===== src/rtl/ysyx_25050148_lsu.sv =====
// Load/store unit: one outstanding data-memory transaction over a valid/ready request/response bus.
// Optional macro YSYX_25050148_LSU_MISALIGN_TRAP_EN faults misaligned half/word accesses without a bus request.
module ysyx_25050148_lsu #(
    parameter int ADDR_W = 32,
    parameter int DATA_W = 32
) (
    input  logic              clk,
    input  logic              rst_n,
    input  logic              op_valid,
    output logic              op_ready,
    input  logic              op_store,
    input  logic [1:0]        op_len,
    input  logic              op_unsigned,
    input  logic [ADDR_W-1:0] op_addr,
    input  logic [DATA_W-1:0] op_wdata,
    output logic              op_done,
    output logic [DATA_W-1:0] op_rdata,
    output logic              op_err,
    output logic              mem_req_valid,
    input  logic              mem_req_ready,
    output logic              mem_req_we,
    output logic [ADDR_W-1:0] mem_req_addr,
    output logic [DATA_W-1:0] mem_req_wdata,
    output logic [3:0]        mem_req_wstrb,
    input  logic              mem_resp_valid,
    output logic              mem_resp_ready,
    input  logic [DATA_W-1:0] mem_resp_rdata,
    input  logic              mem_resp_err
);

    typedef enum logic [1:0] {
        IDLE = 2'd0,
        REQ  = 2'd1,
        RESP = 2'd2,
        DONE = 2'd3
    } state_e;

    state_e            state_q, state_d;
    logic              store_q, store_d;
    logic [1:0]        len_q, len_d;
    logic              unsigned_q, unsigned_d;
    logic [ADDR_W-1:0] addr_q, addr_d;
    logic [DATA_W-1:0] wdata_q, wdata_d;
    logic              err_q, err_d;
    logic [DATA_W-1:0] rdata_q, rdata_d;

    logic [1:0]        lane_off;
    logic [4:0]        shift_amt;
    logic [DATA_W-1:0] rdata_shifted;
    logic [DATA_W-1:0] load_ext;
    logic [3:0]        strb_raw;

    assign lane_off  = addr_q[1:0];
    assign shift_amt = {lane_off, 3'b000};

    always_ff @(posedge clk or negedge rst_n) begin
        if (!rst_n) begin
            state_q    <= IDLE;
            store_q    <= 1'b0;
            len_q      <= 2'd0;
            unsigned_q <= 1'b0;
            addr_q     <= '0;
            wdata_q    <= '0;
            err_q      <= 1'b0;
            rdata_q    <= '0;
        end else begin
            state_q    <= state_d;
            store_q    <= store_d;
            len_q      <= len_d;
            unsigned_q <= unsigned_d;
            addr_q     <= addr_d;
            wdata_q    <= wdata_d;
            err_q      <= err_d;
            rdata_q    <= rdata_d;
        end
    end

    // Logical shift zero-fills, so a half read at offset 3 sees only the top byte.
    always_comb begin
        rdata_shifted = mem_resp_rdata >> shift_amt;
        case (len_q)
            2'd0:    load_ext = {{24{~unsigned_q & rdata_shifted[7]}}, rdata_shifted[7:0]};
            2'd1:    load_ext = {{16{~unsigned_q & rdata_shifted[15]}}, rdata_shifted[15:0]};
            default: load_ext = rdata_shifted;
        endcase
    end

`ifdef YSYX_25050148_LSU_MISALIGN_TRAP_EN
    logic op_misaligned;
    assign op_misaligned = ((op_len == 2'd1) && op_addr[0]) ||
                           (op_len[1] && (op_addr[1:0] != 2'b00));
`endif

    always_comb begin
        state_d    = state_q;
        store_d    = store_q;
        len_d      = len_q;
        unsigned_d = unsigned_q;
        addr_d     = addr_q;
        wdata_d    = wdata_q;
        err_d      = err_q;
        rdata_d    = rdata_q;
        case (state_q)
            IDLE: begin
                if (op_valid) begin
                    store_d    = op_store;
                    len_d      = op_len;
                    unsigned_d = op_unsigned;
                    addr_d     = op_addr;
                    wdata_d    = op_wdata;
                    err_d      = 1'b0;
                    state_d    = REQ;
`ifdef YSYX_25050148_LSU_MISALIGN_TRAP_EN
                    if (op_misaligned) begin
                        err_d   = 1'b1;
                        state_d = DONE;
                    end
`endif
                end
            end
            REQ: begin
                if (mem_req_ready) begin
                    state_d = RESP;
                end
            end
            RESP: begin
                if (mem_resp_valid) begin
                    err_d = mem_resp_err;
                    if (!store_q && !mem_resp_err) begin
                        rdata_d = load_ext;
                    end
                    state_d = DONE;
                end
            end
            DONE: begin
                state_d = IDLE;
            end
            default: begin
                state_d = IDLE;
            end
        endcase
    end

    // Strobe shift is evaluated at 4 bits so a half at offset 3 truncates to 4'b1000.
    always_comb begin
        case (len_q)
            2'd0:    strb_raw = 4'b0001 << lane_off;
            2'd1:    strb_raw = 4'b0011 << lane_off;
            default: strb_raw = 4'b1111;
        endcase
        case (len_q)
            2'd0:    mem_req_wdata = {4{wdata_q[7:0]}};
            2'd1:    mem_req_wdata = {2{wdata_q[15:0]}};
            default: mem_req_wdata = wdata_q;
        endcase
    end

    assign mem_req_wstrb  = store_q ? strb_raw : 4'b0000;
    assign mem_req_we     = store_q;
    assign mem_req_addr   = {addr_q[ADDR_W-1:2], 2'b00};
    assign mem_req_valid  = (state_q == REQ);
    assign mem_resp_ready = (state_q == RESP);
    assign op_ready       = (state_q == IDLE);
    assign op_done        = (state_q == DONE);
    assign op_err         = (state_q == DONE) && err_q;
    assign op_rdata       = rdata_q;

endmodule


===== config.mk =====
export PLATFORM = sky130hd
export DESIGN_NAME = ysyx_25050148_lsu
export DESIGN_NICKNAME = d
export VERILOG_FILES = /design/src/rtl/ysyx_25050148_lsu.sv
export SDC_FILE = /design/constraint.sdc
export NUM_CORES = 1
export LEC_CHECK = 0
export ABC_AREA = 1
export CAP_MARGIN = 20
export CORE_MARGIN = 2
export CORE_UTILIZATION = 30
export CTS_CLUSTER_DIAMETER = 50
export CTS_CLUSTER_SIZE = 25
export DETAILED_ROUTE_END_ITERATION = 12
export GPL_ROUTABILITY_DRIVEN = 0
export HOLD_SLACK_MARGIN = 0.08
export PLACE_DENSITY = 0.62
export SETUP_SLACK_MARGIN = 0.05
export SLEW_MARGIN = 20
export SYNTH_ARGS = -nofsm -noshare
export SYNTH_HDL_FRONTEND = slang
export SYNTH_SLANG_ARGS = --single-unit

===== constraint.sdc =====
create_clock -name clk -period 2.1 [get_ports clk]
set_input_delay 0.21 -clock clk [delete_from_list [all_inputs] [get_ports clk]]
set_output_delay 0.21 -clock clk [all_outputs]
set_load 0.005 [all_outputs]

==> out/results.tsv, run 1 <==
metric	value	unit
status	complete, no violations	
wl_per_cell	15.5	um
critPathArrivalTime	1.84	ns
criticalPathCategory	reg -> out	
yosysTopAreaCell	dfrtp_1	
ys_seq_area_frac	0.461	
worstPathRequired	1.89	ns
grt_max_degree	104	
grt_pass1_vias	4733	
numCtsBuffers	9	
drt-initial-drc-count	177	
antenna_found_initial	1	
whs_path_depth	3	
grt_overflow	0	
syn_inst	618	
peakVddDrop	0.000639	V
via_per_inst	4.49	
area_growth_syn_to_layout	44.2	%
synth_area	5590	um2
dp.final_hpwl	11400	um
leakage	0.00377	uW
dieArea	19700	um2
p_per_area	1420	nW/um2
stdcell_area	8060	um2
drive_gt1_frac	0.196	
final_cells	1025	
fmax	0.487	GHz
min_delay_worst_endpoint	wdata_q[8]$_DFFE_PN0P_	
htreeDepth	3	
synth.avg_cell_area	9.05	um2
reg2regPathDepth	5	
setup_slack	0.0464	ns
tritoncts	yes	
clkTransAtPathRegs	0.08	ns
fin_tns_setup	0	ns
cts_buffer_depth	2	
slew_headroom	0.600	
crit_fanout	6	
nNetsFinal	902	
root_buffer	clkbuf_16	
fin_crit	2.05	ns
worstSetupStartpointType	flip-flop	
grt_pass1_wl	25600	um
ioPinCount	212	
worstReg2RegStart	state_q[0]$_DFFE_PN0P_	
cts_sinks	103	
port_buffers	209	
dr.pass1.iters	4	
synth-seq-cells	103	
finalHoldViolCount	0	
place_area	7640	um2
synthDominantCellAreaShare	0.461	
yosysWarnings	0	
core_area	18100	um2
tightestPinTransition	0.600	ns
drc	0	
synth.area.top_cells	dfrtp_1 (46%), mux2_2 (12%), nand2_1 (12%)	
die_h	141	um
dp.cells	1001	
n_antenna_cell	0	
place_worst_setup_slack	0.163	ns
rsz0062_at_grt	yes	
power.total	11400	uW
reg2reg_slack	0.34	ns
fin_crit_sh	0.978	
hp-start	op_wdata[8]	
r2r-end	addr_q[8]$_DFFE_PN0P_	
skew	0.0121	ns
initial_core_util	0.308	
hp-class	in -> reg	
cap_violations	0	
ant_nets	0	
rows	49	
setup_violations	0	
vias	4599	
routed_wl	15900	um
maxSlewViolCount	0	
end_kind	output pin	
insertion_delay	0.36	ns
grt_usage	0.163	
die_w	141	um
yosys.cell_types.count	23	
==> final cells by class <==
cell class / count / area, um2
multi-input combinational: 399 / 2370
tap: 229 / 287
timing repair inverter: 1 / 7.51
clock buffer: 11 / 243
timing repair buffer: 232 / 2350
sequential: 103 / 2580
fill: 1783 / 10100
inverter: 45 / 185
clock inverter: 5 / 47.5
==> metrics by stage <==
stage	util	hold slack, ns
detailed placement	0.421	0.334
finish	0.444	0.422
floorplan	-	-0.0856
global placement	0.421	0.334
global route	0.444	0.420
CTS	0.440	0.409
==> worst max-delay path: stages (launching register included) <==
cell and delay (ns):
dfrtp_1 0.40, clkinv_4 0.13, nand2_8 0.10, clkinvlp_4 0.19, o21ai_1 0.16, clkdlybuf4s50_1 0.51
==> cell usage after synthesis (all sizes together) <==
cell type,instances
a21oi,20
buf,68
clkbuf,4
conb,1
dfrtp,103
ha,5
inv,45
mux2,59
nand2,179
nand3,57
nor2,30
o211ai,11
o21ai,12
o21bai,1
or2,23
==> cells by family (layout without fill, tap and decap cells) <==
kind of cell / after synthesis / in the layout / synth area share
simple gates: 289 / 289 / 0.241
mux: 59 / 59 / 0.119
buf+inv: 117 / 294 / 0.122
flops: 103 / 103 / 0.461
other cells: 1 / 2 / 0.000671
fa+ha+maj: 5 / 5 / 0.0112
compound gates: 44 / 44 / 0.0448
==> metal layers <==
metal	track usage	vias to the layer above	wire length [um]
met5	0	-	0
met4	0.0489	0	223
met3	0.0496	14	1280
met2	0.253	145	7020
met1	0.221	2163	7340
li1	-	2277	-
==> what timing repair did <==
item                                   4_1_cts  5_1_grt
pin swaps                                    1        4
hold buffers                                 1        0
gates resized for setup                     15       15
endpoints found under the hold margin      103        0
gates cloned                                 1        0
setup endpoints to repair                   20       17
setup buffers                                3        3
==> cells in the final DEF (no fill, tap or decap), drive strengths merged <==
cell	n
a21oi	20
buf	23
clkbuf	11
clkdlybuf4s50	199
clkinv	1
clkinvlp	3
conb	2
dfrtp	103
dlygate4sd2	3
dlygate4sd3	1
dlymetal6s2s	6
ha	5
inv	47
mux2	59
nand2	179
nand3	57
nor2	30
o211ai	11
o21ai	12
o21bai	1
or2	23
==> worst max-delay path by stage <==
| stage | from | end | slack [ns] | cells past startpoint |
|---|---|---|---|---|
| 4_1_cts | len_q[0]$_DFFE_PN0P_ | mem_req_wdata[30] | 0.02 | 6 |
| 5_1_grt | len_q[1]$_DFFE_PN0P_ | mem_req_wdata[29] | -0.03 | 6 |
| 3_3_place_gp | len_q[1]$_DFFE_PN0P_ | mem_req_wdata[30] | 0.21 | 6 |
| 3_5_place_dp | len_q[1]$_DFFE_PN0P_ | mem_req_wdata[30] | 0.16 | 6 |
| 6_report | len_q[1]$_DFFE_PN0P_ | mem_req_wdata[13] | 0.05 | 5 |
| 2_1_floorplan | state_q[0]$_DFFE_PN0P_ | wdata_q[18]$_DFFE_PN0P_ | 0.54 | 6 |
==> registers in the layout (all words and copies together) (netlist names) <==
signal,flops
mem_req_we,1
op_rdata,32
len_q,2
state_q,2
err_q,1
wdata_q,32
unsigned_q,1
addr_q,32
==> power breakdown <==
group	internal (uW)	leakage, uW	switching (uW)	total, uW
registers	2970	0.00123	642	3610
clock network	866	0.000141	833	1700
logic	3550	0.00240	2560	6110
(Power assumes the default switching activity.)
==> run 2, diff against run 1 <==
CORE_UTILIZATION = 45   (was 30)
PLACE_DENSITY = 0.86   (was 0.62)
==> out/results.tsv, run 2 (synthesis results as in run 1) <==
metric	value	unit
status	complete, no violations	
dp.final_hpwl	10700	um
cts_buffer_depth	2	
final_cell_mix	clkdlybuf4s50_1 (190), nand2_1 (174), dfrtp_1 (102)	
drc	0	
skew	0.00607	ns
crit_chain	inv_6 > nand2_8 > clkinvlp_4 > buf_12 > nand2_1 > nand3_1 > clkdlybuf4s50_1	
crit_slowest_cell	clkdlybuf4s50_1	
mostFrequentLayoutCell	clkdlybuf4s50_1	
pwr-share-seq	0.313	
cap_violations	0	
grt_pass1_wl	23700	um
critPathArrivalTime	1.83	ns
worstPathRequired	1.89	ns
peakVddDrop	0.000849	V
combinationalPowerShare	0.525	
p_per_area	1430	nW/um2
grt_pass1_vias	4764	
cp.buffers_inverters	4	
cp_top_family	buffers and inverters	
grt_max_degree	67	
die_h	115	um
drive_gt1_frac	0.191	
tritoncts	yes	
n_antenna_cell	0	
place_area	7550	um2
hp-class	in -> async	
htreeDepth	3	
root_buffer	clkbuf_16	
power.total	11500	uW
finalHoldViolCount	0	
cpPeakStageDelay	0.51	ns
dr.pass1.iters	5	
sw_frac_of_total	0.346	
criticalPathCategory	reg -> out	
routed_wl	14700	um
fin_crit	2.04	ns
stdcell_area	8020	um2
core_area	12100	um2
dieArea	13300	um2
drt-initial-drc-count	378	
rsz0062_at_grt	yes	
p_int	7520	uW
clkTransAtPathRegs	0.07	ns
grt_usage	0.229	
rows	40	
reg2reg_slack	0.26	ns
initial_core_util	0.463	
via_per_inst	4.90	
insertion_delay	0.35	ns
cts_sinks	103	
fin_crit_sh	0.974	
end_kind	output pin	
numCtsBuffers	9	
vias	4721	
wl_per_cell	15.3	um
whs	0.238	ns
ioPinCount	212	
antenna_found_initial	0	
nNetsFinal	901	
setup_violations	0	
fmax	0.489	GHz
crit_fanout	6	
leakage	0.00386	uW
port_buffers	209	
ant_nets	0	
die_w	115	um
grt_overflow	0	
power_switching	3970	uW
power_frac_clock	0.162	
worstSetupStartpointType	flip-flop	
maxSlewViolCount	0	
area_growth_syn_to_layout	43.5	%
[run 2: changes by cell type in the layout (fill, tap and decap cells not counted), sizes merged]
| cell | delta |
|---|---|
| clkinvlp | +1 |
| dlymetal6s2s | +8 |
| dlygate4sd2 | +1 |
| clkbuf | -2 |
| clkdlybuf4s50 | -9 |
| clkinv | -1 |
| bufinv | +2 |
| buf | -1 |
[run 2: path summary, 6_finish.rpt]
check,startpoint,endpoint,cells past startpoint
setup / recovery,len_q[1]$_DFFE_PN0P_,mem_req_wdata[26],7
hold / removal,rst_n,addr_q[17]$_DFFE_PN0P_,2
setup reg to reg,state_q[0]$_DFFE_PN0P_,op_rdata[13]$_DFFE_PN0P_,10
hold reg to reg,op_rdata[4]$_DFFE_PN0P_,op_rdata[4]$_DFFE_PN0P_,2
max in group asynchronous,rst_n,wdata_q[27]$_DFFE_PN0P_,3
min in group clk,op_wdata[13],wdata_q[13]$_DFFE_PN0P_,3
[run 2: final cells by class]
type / instances / area [um2]
Multi-Input combinational cell: 399 / 2350
Timing Repair inverter: 1 / 7.51
Sequential cell: 103 / 2580
Fill cell: 983 / 4040
Timing Repair Buffer: 231 / 2360
Clock buffer: 9 / 225
Clock inverter: 7 / 103
Inverter: 45 / 184
Tap cell: 168 / 210
[run 2: layer usage]
metal	share of wire	global-route usage	up-vias
met5	0	0	-
met4	0.023	0.0747	0
met3	0.10	0.0905	28
met2	0.46	0.365	228
met1	0.41	0.286	2195
li1	-	-	2270
[run 2: power groups by stage]
stage	logic, uW	registers (uW)	clock network (uW)
6_report	6030	3600	1870
5_1_grt	6650	3720	1990
4_1_cts	6090	3600	1910
3_5_place_dp	5970	3620	0
3_3_place_gp	5860	3580	0
2_1_floorplan	3480	3470	0
[run 2: stage by stage]
| stage | utilization | TNS (ns) | std cells | worst slack, ns |
|---|---|---|---|---|
| global placement | 0.626 | 0 | 938 | 0.204 |
| finish | 0.665 | 0 | 963 | 0.0551 |
| floorplan | - | 0 | 619 | 0.539 |
| global route | 0.665 | -0.0436 | 963 | -0.0267 |
| detailed placement | 0.626 | 0 | 938 | 0.181 |
| CTS | 0.659 | 0 | 960 | 0.0154 |
[run 2: what timing repair did]
action	CTS	global route
endpoints found under the hold margin	103	0
setup buffers	4	3
hold buffers	1	0
setup endpoints to repair	20	19
pin swaps	0	1
resized for setup	12	19
cloned	1	0
==> run 3, diff against run 2 <==
CAP_MARGIN = unset   (was 20)
CORE_UTILIZATION = 46   (was 45)
DONT_BUFFER_PORTS = 1   (was unset)
PLACE_DENSITY = 0.65   (was 0.86)
==> out/results.tsv, run 3 (synthesis results as in run 1) <==
metric	value	unit
status	complete, but fails checks	
violations	negative hold slack	
grt_usage	0.216	
cts_buffer_depth	2	
whs	-0.444	ns
worstSetupStartpointType	flip-flop	
skew	0.00459	ns
peakVddDrop	0.000756	V
die_w	114	um
nNetsFinal	753	
wl_per_cell	17.5	um
worstPathRequired	1.89	ns
setup_violations	0	
cap_violations	0	
grt_pass1_vias	4357	
power.total	9290	uW
drt-initial-drc-count	293	
grt_pass1_wl	22000	um
dp.final_hpwl	9690	um
root_buffer	clkbuf_16	
p_per_area	1440	nW/um2
die_h	114	um
tritoncts	yes	
ant_nets	0	
fin_crit	1.86	ns
crit_top_cell	o21ai_0	
critPathArrivalTime	1.65	ns
insertion_delay	0.34	ns
core_area	12000	um2
leakage	0.00315	uW
cpPeakStageDelay	0.45	ns
numCtsBuffers	9	
crit_fanout	14	
dieArea	13100	um2
via_per_inst	5.37	
vias	4269	
crit_chain	inv_6 > nand2_4 > clkinvlp_4 > nand3_1 > o21ai_0 > o21ai_0 > inv_1	
cts_hold_buf	69	
post_cts_buffers	0	
end_kind	output pin	
clkTransAtPathRegs	0.07	ns
hp-class	in -> async	
fin_tns_setup	0	ns
reg2regPathDepth	10	
routed_wl	13900	um
cts_sinks	103	
criticalPathCategory	reg -> out	
htreeDepth	3	
finalHoldViolCount	103	
mostFrequentLayoutCell	nand2_1	
area_growth_syn_to_layout	15.3	%
reg2reg_slack	0.30	ns
cp.buffers_inverters	3	
grt_overflow	0	
maxSlewViolCount	0	
drc	0	
antenna_found_initial	1	
fin_crit_sh	0.886	
post-route-util	0.539	
rows	40	
dr.pass1.iters	4	
grt_max_degree	104	
nFillCells	1034	
final_cell_mix	nand2_1 (174), dfrtp_1 (102), dlygate4sd3_1 (69)	
ioPinCount	212	
drive_gt1_frac	0.223	
port_buffers	0	
fmax	0.538	GHz
initial_core_util	0.467	
cp_top_family	flip-flops	
crit_cells	7	
crit_slowest_cell	dfrtp_2	
rsz0062_at_grt	no	
[run 3: cell types whose count changed in the layout (fill, tap and decap cells not counted), sizes merged]
cell	delta
inv	-2
buf	-8
dlygate4sd2	-4
clkinvlp	-1
clkdlybuf4s50	-190
clkbuf	+1
clkinv	+2
dlygate4sd3	+68
diode	+1
dlymetal6s2s	-14
[run 3: final timing paths]
path / start / endpoint
setup / recovery: len_q[1]$_DFFE_PN0P_ / mem_req_wstrb[2]
hold / removal: rst_n / state_q[1]$_DFFE_PN0P_
setup reg to reg: state_q[0]$_DFFE_PN0P_ / op_rdata[12]$_DFFE_PN0P_
hold reg to reg: err_q$_DFFE_PN0P_ / err_q$_DFFE_PN0P_
max in group asynchronous: rst_n / addr_q[17]$_DFFE_PN0P_
min in group clk: op_valid / err_q$_DFFE_PN0P_
[run 3: worst register-to-register path, stage by stage, from the launching register on]
cell and delay [ns]:
dfrtp_1 0.42, inv_1 0.13, ha_1 0.28, nand2_1 0.10
inv_2 0.09, nand2_4 0.05, inv_2 0.23, buf_12 0.20
nand3_1 0.10, nand2_1 0.09, inv_1 0.04
[run 3: layer usage]
| layer | vias to the layer above | track usage | wire, um |
|---|---|---|---|
| met2 | 211 | 0.367 | 6690 |
| met1 | 2053 | 0.251 | 5460 |
| li1 | 1982 | - | - |
| met5 | - | 0 | 0 |
| met3 | 23 | 0.0709 | 1450 |
| met4 | 0 | 0.0878 | 287 |
[run 3: what timing repair did]
action | CTS | global route
gates resized for setup | 0 | 5
endpoints found under the setup margin | 0 | 18
hold endpoints to repair | 172 | 103
[run 3: power by group]
group | internal [uW] | switching, uW
sequential | 2980 | 853
clock | 1090 | 742
combinational | 1600 | 2020
total | 5670 | 3620
[run 3: layout make-up]
class	count	area [um2]	area share
Inverter	45	181	0.0281
Clock inverter	6	91.3	0.0142
Antenna cell	1	2.50	0.000388
Timing Repair inverter	1	7.51	0.00116
Clock buffer	10	239	0.0371
Sequential cell	103	2580	0.400
Tap cell	147	184	0.0285
Timing Repair Buffer	83	821	0.127
Multi-Input combinational cell	399	2340	0.363
[run 3: metrics by stage]
stage / cells / worst slack [ns] / instance area [um2] / hold WS, ns
after floorplan: 619 / 0.539 / 5590 / -0.0856
after global placement: 708 / 0.410 / 5410 / -0.0818
after detailed placement: 708 / 0.294 / 5410 / -0.0815
after CTS: 793 / 0.0893 / 6430 / -0.461
after global routing: 795 / 0.0916 / 6450 / -0.458
final: 795 / 0.240 / 6450 / -0.444
